===== src/rtl/ext_pkg.sv =====
// Shared definitions for the ext_pipe extender: opcode width and encodings.
package ext_pkg;

  localparam int unsigned EOP_W = 3;

  localparam logic [EOP_W-1:0] EXT_SEXT = 3'd0;
  localparam logic [EOP_W-1:0] EXT_ZEXT = 3'd1;
  localparam logic [EOP_W-1:0] EXT_LUI  = 3'd2;
  localparam logic [EOP_W-1:0] EXT_BOFF = 3'd3;
  localparam logic [EOP_W-1:0] EXT_LB   = 3'd4;
  localparam logic [EOP_W-1:0] EXT_LBU  = 3'd5;
  localparam logic [EOP_W-1:0] EXT_LH   = 3'd6;
  localparam logic [EOP_W-1:0] EXT_LHU  = 3'd7;

endpackage


===== src/rtl/ext_pipe_if.sv =====
// Handshake bundle for ext_pipe.
//   Request : in_valid/in_ready, eop, imm, din, lane, flush
//   Response: out_valid/out_ready, out_data, out_err
//   master = producer/consumer side, slave = the extender itself.
interface ext_pipe_if
  import ext_pkg::*;
#(
  parameter int unsigned IN_W  = 16,
  parameter int unsigned OUT_W = 32
);

  logic             flush;
  logic             in_valid;
  logic             in_ready;
  logic [EOP_W-1:0] eop;
  logic [IN_W-1:0]  imm;
  logic [OUT_W-1:0] din;
  logic [1:0]       lane;
  logic             out_valid;
  logic             out_ready;
  logic [OUT_W-1:0] out_data;
  logic             out_err;

  modport master (
    output flush, in_valid, eop, imm, din, lane, out_ready,
    input  in_ready, out_valid, out_data, out_err
  );

  modport slave (
    input  flush, in_valid, eop, imm, din, lane, out_ready,
    output in_ready, out_valid, out_data, out_err
  );

endinterface


===== src/rtl/ext_core.sv =====
// Combinational extension datapath between pipeline stage 1 and stage 2.
//   eop/imm      : opcode and immediate operand
//   din/lane     : load word and byte address (only with EXT_PIPE_LOAD_MODES_EN)
//   result/err   : extended value and illegal/misaligned flag
// Build option: EXT_PIPE_LOAD_MODES_EN enables the lb/lbu/lh/lhu opcodes;
// without it those opcodes return 0 with err set.
module ext_core
  import ext_pkg::*;
#(
  parameter int unsigned IN_W  = 16,
  parameter int unsigned OUT_W = 32,
  parameter int unsigned SHIFT = 2
) (
  input  logic [EOP_W-1:0] eop,
  input  logic [IN_W-1:0]  imm,
`ifdef EXT_PIPE_LOAD_MODES_EN
  input  logic [OUT_W-1:0] din,
  input  logic [1:0]       lane,
`endif
  output logic [OUT_W-1:0] result,
  output logic             err
);

  localparam int unsigned PAD_W = OUT_W - IN_W;

  logic [OUT_W-1:0] sext_c;
  logic [OUT_W-1:0] zext_c;

  assign sext_c = {{PAD_W{imm[IN_W-1]}}, imm};
  assign zext_c = {{PAD_W{1'b0}}, imm};

`ifdef EXT_PIPE_LOAD_MODES_EN
  // Lane selection always works on the low 32 bits of the load word.
  logic [31:0] word_c;
  logic [7:0]  byte_c;
  logic [15:0] half_c;

  assign word_c = din[31:0];
  assign byte_c = word_c[{lane, 3'b000} +: 8];
  assign half_c = word_c[{lane[1], 4'b0000} +: 16];
`endif

  // Opcode decode; unknown/disabled opcodes fall through to the error result.
  always_comb begin
    result = '0;
    err    = 1'b0;
    case (eop)
      EXT_SEXT: result = sext_c;
      EXT_ZEXT: result = zext_c;
      EXT_LUI:  result = {imm, {PAD_W{1'b0}}};
      EXT_BOFF: result = sext_c << SHIFT;
`ifdef EXT_PIPE_LOAD_MODES_EN
      EXT_LB:   result = {{(OUT_W-8){byte_c[7]}}, byte_c};
      EXT_LBU:  result = {{(OUT_W-8){1'b0}}, byte_c};
      EXT_LH: begin
        if (lane[0]) err = 1'b1;
        else         result = {{(OUT_W-16){half_c[15]}}, half_c};
      end
      EXT_LHU: begin
        if (lane[0]) err = 1'b1;
        else         result = {{(OUT_W-16){1'b0}}, half_c};
      end
`endif
      default:  err = 1'b1;
    endcase
  end

endmodule


===== src/rtl/ext_pipe.sv =====
// Two-stage immediate / load-data extender with valid/ready backpressure.
//   clk   : rising-edge clock
//   reset : synchronous, active-high
//   bus   : ext_pipe_if.slave (request, response and flush)
// Stage 1 captures the request, stage 2 holds the extended result.
// Build option: EXT_PIPE_LOAD_MODES_EN enables load opcodes and the
// stage-1 din/lane registers.
module ext_pipe
  import ext_pkg::*;
#(
  parameter int unsigned IN_W  = 16,
  parameter int unsigned OUT_W = 32,
  parameter int unsigned SHIFT = 2
) (
  input  logic        clk,
  input  logic        reset,
  ext_pipe_if.slave   bus
);

  logic             s1_valid_q, s1_valid_d;
  logic [EOP_W-1:0] s1_eop_q,   s1_eop_d;
  logic [IN_W-1:0]  s1_imm_q,   s1_imm_d;
`ifdef EXT_PIPE_LOAD_MODES_EN
  logic [OUT_W-1:0] s1_din_q,   s1_din_d;
  logic [1:0]       s1_lane_q,  s1_lane_d;
`else
  logic             unused_load;
  assign unused_load = ^{bus.din, bus.lane};
`endif
  logic             s2_valid_q, s2_valid_d;
  logic [OUT_W-1:0] s2_data_q,  s2_data_d;
  logic             s2_err_q,   s2_err_d;

  logic             s2_adv_c;
  logic             in_ready_c;
  logic             accept_c;
  logic [OUT_W-1:0] core_data_c;
  logic             core_err_c;

  ext_core #(
    .IN_W  (IN_W),
    .OUT_W (OUT_W),
    .SHIFT (SHIFT)
  ) u_core (
    .eop    (s1_eop_q),
    .imm    (s1_imm_q),
`ifdef EXT_PIPE_LOAD_MODES_EN
    .din    (s1_din_q),
    .lane   (s1_lane_q),
`endif
    .result (core_data_c),
    .err    (core_err_c)
  );

  // Ready chain and next-state for both stages; flush kills both valids.
  always_comb begin
    s2_adv_c   = !s2_valid_q | bus.out_ready;
    in_ready_c = !s1_valid_q | s2_adv_c;
    accept_c   = bus.in_valid & in_ready_c;

    s1_valid_d = s1_valid_q;
    s1_eop_d   = s1_eop_q;
    s1_imm_d   = s1_imm_q;
`ifdef EXT_PIPE_LOAD_MODES_EN
    s1_din_d   = s1_din_q;
    s1_lane_d  = s1_lane_q;
`endif
    s2_valid_d = s2_valid_q;
    s2_data_d  = s2_data_q;
    s2_err_d   = s2_err_q;

    if (bus.flush) begin
      // Data registers keep their contents; only the valids are dropped.
      s1_valid_d = 1'b0;
      s2_valid_d = 1'b0;
    end else begin
      if (s2_adv_c) begin
        s2_valid_d = s1_valid_q;
        if (s1_valid_q) begin
          s2_data_d = core_data_c;
          s2_err_d  = core_err_c;
        end
      end
      if (accept_c) begin
        s1_valid_d = 1'b1;
        s1_eop_d   = bus.eop;
        s1_imm_d   = bus.imm;
`ifdef EXT_PIPE_LOAD_MODES_EN
        s1_din_d   = bus.din;
        s1_lane_d  = bus.lane;
`endif
      end else if (s2_adv_c) begin
        s1_valid_d = 1'b0;
      end
    end
  end

  // Pipeline registers.
  always_ff @(posedge clk) begin
    if (reset) begin
      s1_valid_q <= 1'b0;
      s1_eop_q   <= '0;
      s1_imm_q   <= '0;
`ifdef EXT_PIPE_LOAD_MODES_EN
      s1_din_q   <= '0;
      s1_lane_q  <= '0;
`endif
      s2_valid_q <= 1'b0;
      s2_data_q  <= '0;
      s2_err_q   <= 1'b0;
    end else begin
      s1_valid_q <= s1_valid_d;
      s1_eop_q   <= s1_eop_d;
      s1_imm_q   <= s1_imm_d;
`ifdef EXT_PIPE_LOAD_MODES_EN
      s1_din_q   <= s1_din_d;
      s1_lane_q  <= s1_lane_d;
`endif
      s2_valid_q <= s2_valid_d;
      s2_data_q  <= s2_data_d;
      s2_err_q   <= s2_err_d;
    end
  end

  assign bus.in_ready  = in_ready_c;
  assign bus.out_valid = s2_valid_q;
  assign bus.out_data  = s2_data_q;
  assign bus.out_err   = s2_err_q;

endmodule


===== src/flat_wrapper.sv =====
// flat-port wrapper written by rule: the top's interface ports become plain ports
module ext_pipe_flat import ext_pkg::*;
#(
  parameter int unsigned IN_W  = 16,
  parameter int unsigned OUT_W = 32,
  parameter int unsigned SHIFT = 2
)
  (clk, reset, bus_flush, bus_in_valid, bus_eop, bus_imm, bus_din, bus_lane, bus_out_ready, bus_in_ready, bus_out_valid, bus_out_data, bus_out_err);
  ext_pipe_if #(.IN_W(IN_W), .OUT_W(OUT_W)) bus_i ();
  input  logic clk;
  input  logic reset;
  input wire logic [$bits(bus_i.flush)-1:0] bus_flush;
  input wire logic [$bits(bus_i.in_valid)-1:0] bus_in_valid;
  input wire logic [$bits(bus_i.eop)-1:0] bus_eop;
  input wire logic [$bits(bus_i.imm)-1:0] bus_imm;
  input wire logic [$bits(bus_i.din)-1:0] bus_din;
  input wire logic [$bits(bus_i.lane)-1:0] bus_lane;
  input wire logic [$bits(bus_i.out_ready)-1:0] bus_out_ready;
  output wire logic [$bits(bus_i.in_ready)-1:0] bus_in_ready;
  output wire logic [$bits(bus_i.out_valid)-1:0] bus_out_valid;
  output wire logic [$bits(bus_i.out_data)-1:0] bus_out_data;
  output wire logic [$bits(bus_i.out_err)-1:0] bus_out_err;
  assign bus_i.flush = bus_flush;
  assign bus_i.in_valid = bus_in_valid;
  assign bus_i.eop = bus_eop;
  assign bus_i.imm = bus_imm;
  assign bus_i.din = bus_din;
  assign bus_i.lane = bus_lane;
  assign bus_i.out_ready = bus_out_ready;
  assign bus_in_ready = bus_i.in_ready;
  assign bus_out_valid = bus_i.out_valid;
  assign bus_out_data = bus_i.out_data;
  assign bus_out_err = bus_i.out_err;
  ext_pipe #(.IN_W(IN_W), .OUT_W(OUT_W), .SHIFT(SHIFT)) u_core (.clk(clk), .reset(reset), .bus(bus_i));
endmodule

===== config.mk =====
export PLATFORM = sky130hd
export DESIGN_NAME = ext_pipe_flat
export DESIGN_NICKNAME = d
export VERILOG_FILES = /design/src/rtl/ext_pkg.sv /design/src/rtl/ext_pipe_if.sv /design/src/rtl/ext_core.sv /design/src/rtl/ext_pipe.sv /design/src/flat_wrapper.sv
export SDC_FILE = /design/constraint.sdc
export NUM_CORES = 1
export LEC_CHECK = 0
export CAP_MARGIN = 30
export CORE_UTILIZATION = 46
export DETAILED_ROUTE_END_ITERATION = 8
export PLACE_DENSITY = 0.8
export SLEW_MARGIN = 20
export SYNTH_ARGS = -nofsm -noshare
export SYNTH_HDL_FRONTEND = slang
export SYNTH_HIERARCHICAL = 1
export SYNTH_SLANG_ARGS = --single-unit

===== constraint.sdc =====
create_clock -name clk -period 1.35 [get_ports clk]
set_input_delay 0.135 -clock clk [delete_from_list [all_inputs] [get_ports clk]]
set_output_delay 0.135 -clock clk [all_outputs]
set_load 0.03 [all_outputs]

# Word level (Yosys, flattened, before mapping)
# Cells that the tools add are included.
[totals] reg_bits=54 input_bits=58 word_cells=25
[op_classes] eq_ne=3 mux=4 n_bitwise=4 reduce_logical=8
[op_table] operator="$pmux 32 s4" count=1
[op_table] operator="$eq 3x2->1 const B" count=2
[op_table] operator="$reduce_or 4->1" count=1
[op_table] operator="$eq 3x1->1 const B" count=1
[op_table] operator="$logic_not 3->1" count=1
[op_table] operator="$mux 1" count=3
[op_table] operator="$reduce_and 3->1" count=1
[op_table] operator="$logic_not 1->1" count=2
[op_table] operator="$or 1x1->1" count=2
[op_table] operator="$reduce_and 2->1" count=1
[op_table] operator="$reduce_bool 2->1" count=1
[op_table] operator="$reduce_or 2->1" count=1
[op_table] operator="$and 1x1->1" count=1
[op_table] operator="$not 1->1" count=1

# Logic depth before layout (Yosys ltp)
[logic_depth] depth_word=5 mapped_depth=6 ltp_nobuf=4

# Cells and area by module
# The synthesis kept the hierarchy.
[modules_own_cells] mod="ext_pipe" n_inst=1 cells_each=246 area_per_inst_um2=2225.9 seq_area_each_um2=1081.0
[modules_own_cells] mod="ext_core" n_inst=1 cells_each=94 area_per_inst_um2=614.3 seq_area_each_um2=0.0

# Least setup slack after synthesis
# Ideal clock, no wire load.
[synth_path] kind="register -> register" startpoint="reg u_core.s2_valid_q (netlist: u_core/bus.out_valid)" endpoint="reg u_core.s1_eop_q[0]" t_arrival_ns=1.273 required_time_ns=1.232 path_slack_ns=-0.041 stages_incl_launch_ff=7 n_path_buf=3 cell_sequence="dfxtp_1 -> nor2b_4 -> buf_6 -> a21oi_2 -> buf_6 -> buf_12 -> mux2i_1"
[synth_between] elab_chain_len=5
[synth_lines] element="start: declaration" line_no="ext_pipe.sv:30" text="logic s2_valid_q, s2_valid_d;"
[synth_lines] element="start signal: assignment" line_no="ext_pipe.sv:119" text="s2_valid_q <= s2_valid_d;"
[synth_lines] element="$logic_not 1->1" line_no="ext_pipe.sv:57" text="s2_adv_c = !s2_valid_q | bus.out_ready;"
[synth_lines] element="$or 1x1->1" line_no="ext_pipe.sv:57"
[synth_lines] element="$or 1x1->1" line_no="ext_pipe.sv:58" text="in_ready_c = !s1_valid_q | s2_adv_c;"
[synth_lines] element="$and 1x1->1" line_no="ext_pipe.sv:59" text="accept_c = bus.in_valid & in_ready_c;"
[synth_lines] element="$reduce_and 2->1 (no source line)"
[synth_lines] element="end signal: assignment" line_no="ext_pipe.sv:113" text="s1_eop_q <= s1_eop_d;"
[synth_lines] element="end: declaration" line_no="ext_pipe.sv:21" text="logic [EOP_W-1:0] s1_eop_q, s1_eop_d;"
# No other way between the ends.
# A chain may end at the register's enable or synchronous reset.

# Worst setup path in the final report
[layout_path] startpoint="reg u_core.s1_eop_q[1]" endpoint="reg u_core.s2_data_q[16] (netlist: u_core/bus.out_data[16])"
[layout_between] elab_chain_len=2 elab_cells_between_ends=5 classes_between="3 x eq/ne; 1 x mux; 1 x reduce/logical"
[layout_lines] element="$eq 3x2->1, or another cell as far along" line_no="ext_core.sv:47" text="case (eop)"
[layout_lines] element="$pmux 32 s4 (*)" line_no="ext_core.sv:47"
[layout_lines] element="via u_core.core_data_c[16]" line_no="ext_pipe.sv:37" text="logic [OUT_W-1:0] core_data_c;"
[layout_lines] element="end signal: assignment" line_no="ext_pipe.sv:120" text="s2_data_q <= s2_data_d;"
[layout_lines] element="end: declaration" line_no="ext_pipe.sv:31" text="logic [OUT_W-1:0] s2_data_q, s2_data_d;"
# Mark *: on every way through the listed nets, which the timed path passes. The rest lies on a longest branch.

==> reports/metrics.cfg <==
[global_routing]
grt_max_degree=41
antenna_found_initial=0
globalRoute.totalOverflow=0
grt_util_all_layers=0.204
grt_pass1_wl_mm=10.4
grt_pass1_vias=2242

[setup_path]
cp-end-kind=flop
cp_num_cells=5
start_kind=flop
cpLargestDelayFamily=compound AO/OA/AOI/OAI gates
slowest_stage=dfxtp_2
crit_path_max_incr_delay_ns=0.38
arrival_ns=1.54
timing.critical_path.buf_inv=1
worstPathRequired_ns=1.59
path_max_fanout=7
cp_cell_sequence=buf_4 > nand2b_1 > a311oi_2 > nand3_1 > a21oi_1
rr_worst_depth=5
critPathKind=reg2reg

[floorplanning]
rows=28
io_pins=93
core_um2=5920
die_w_um=80.6
die_h_um=80.6
initial_core_util=0.480
dieArea_um2=6490

[sta]
postLayoutSetupSlackWorst_ns=0.0497
drv_slew=0
whs_ns=0.385
hold_violations=0
worst_pin_slew_ns=0.450
period_minus_slack_ns=1.30
skew_ns=0.00231
timing.final.crit_share=0.963
fmax_mhz=769
setup_viol=0
rsz0062_at_grt=false
slew_headroom=0.700

[logic_synthesis]
synth.top_cell.area_share=0.381
synth_area_um2=2840
synth.distinct_cells=27
avgSynthCellArea_um2=8.35
syn_inst=340
syn-num-nets=398
synth_area_leaders=dfxtp_1, nand2b_1, mux2i_1
yosys.area.top_type=dfxtp_1
ys_seq_elements=54
yosysSeqAreaShare=0.381
ys.warnings.count=6

[finish]
drive_gt1_frac=0.108
postLayoutCoreUtil=0.600
fill_cells=554
final_cell_mix=nand2b_1, dfxtp_1, a21oi_1
layout.cells.non_filler=463
fin_nets=445
final_common_cell=nand2b_1
area_growth_syn_to_layout_pct=25.1
n_antenna_cell=0

[cts]
root_buffer=clkbuf_8
cts_buffer_depth=2
htreeDepth=2
clock_latency_ns=0.30
cts_hold_buf=0
tritoncts=built
cts_buffers=5
numClockSinks=54
clkTransAtPathRegs_ns=0.09

[flow_run]
drv_cap=0

[detailed_routing]
num_vias=2565
ant_nets=0
drt_iter0_drc=314
vias_per_cell=5.54
drc=0
firstDrtPassIters=5
wl_mm=6.33
wl_per_cell_um=13.7

[power]
power_density_nw_per_um2=842
seq_power_share=0.561
switchingPower_w=0.000734
vdd_drop_max_mv=0.374
power_frac_comb=0.137
p_leak_nw=1.39
clkPwrFrac=0.302
swShare=0.246
p_int_w=0.00225

[placed_design]
post-place-ws_ns=-0.114
port_buffers=58
gp_congestion=0.884
dp.final_hpwl_mm=4.48
dp_cells=454

[status]
status=finished, final reports clean

[hold_path]
min_path_cells=3
timing.hold.worst.class=in2reg

## synth_stat cells (all sizes together)
master and n:
nor3b 2, clkbuf 10, inv 2, o21ai 47, mux2i 33, a311oi 1
buf 29, or2 1, nand2 2, nand2b 55, o211a 1, nor2b 2
dfxtp 54, a21oi 49, nand4b 1, a21boi 1, nor2 1, nand3 47
nor3 2
## worst paths after layout
check	from	to	slack (ns)
worst max-delay path	u_core/s1_eop_q[1]$_SDFFE_PP0P_	u_core/bus.out_data[16]$_SDFFE_PP0P_	0.05
worst max register to register	u_core/s1_eop_q[1]$_SDFFE_PP0P_	u_core/bus.out_data[16]$_SDFFE_PP0P_	0.05
worst min register to register	u_core/bus.out_data[15]$_SDFFE_PP0P_	u_core/bus.out_data[15]$_SDFFE_PP0P_	0.48
worst min-delay path	bus_imm[15]	u_core/s1_imm_q[15]$_SDFFE_PP0P_	0.39
## worst register-to-register path: cells and delay by family, from the launching register on
family	cells	cell delay [ns]
compound gates	2	0.39
buf+inv	1	0.18
simple gates	2	0.30
flops	1	0.38
## state kept, by name, indices dropped and copies added, names as in the netlist
signal,cells
u_core/bus.out_data,32
u_core/s1_imm_q,16
u_core/s1_eop_q,3
u_core/bus.out_err,1
u_core/bus.out_valid,1
u_core/s1_valid_q,1
## area by class of cell
cell class | count | area (um2) | area share
inverters | 2 | 7.51 | 0.00211
flip-flops and latches | 54 | 1090 | 0.306
well taps | 75 | 93.8 | 0.0264
clock inverters | 1 | 5.00 | 0.00141
clock buffers | 7 | 86.3 | 0.0243
repair buffers | 79 | 749 | 0.211
multi-input cells | 245 | 1520 | 0.429
## kinds of logic after synthesis
kind of cell / after synthesis / synth area share
and+or+nand+nor: 113 / 0.233
AOI/OAI and AO/OA: 99 / 0.181
DFF: 54 / 0.381
buffers and inverters: 41 / 0.0890
muxes: 33 / 0.116
## power by group through the flow
stage	clock, W	sequential [W]	combinational (W)
floorplan	0	0.00170	0.000273
global placement	0	0.00171	0.000398
detailed placement	0	0.00171	0.000405
CTS	0.000926	0.00167	0.000405
global route	0.000998	0.00168	0.000447
finish	0.000902	0.00168	0.000411
## metal layers
metal	global-route usage	routed length, um
met2	0.336	2900
met5	0	0
met4	0.0500	98
met3	0.0500	455
met1	0.265	2870
## stage by stage
step	TNS [ns]	total power (W)	area (um2)
final	0	0.00299	3550
after global routing	0	0.00313	3550
after CTS	-0.0214	0.00300	3530
after detailed placement	-2.81	0.00211	3470
after global placement	-1.45	0.00211	3470
after floorplan	0	0.00198	2840
## what timing repair did
item | 4_1_cts | 5_1_grt
setup endpoints to repair | 37 | 25
pin swaps | 0 | 0
resized for setup | 36 | 6
buffers inserted | 0 | 1
Power figures use the tool's default switching activity.
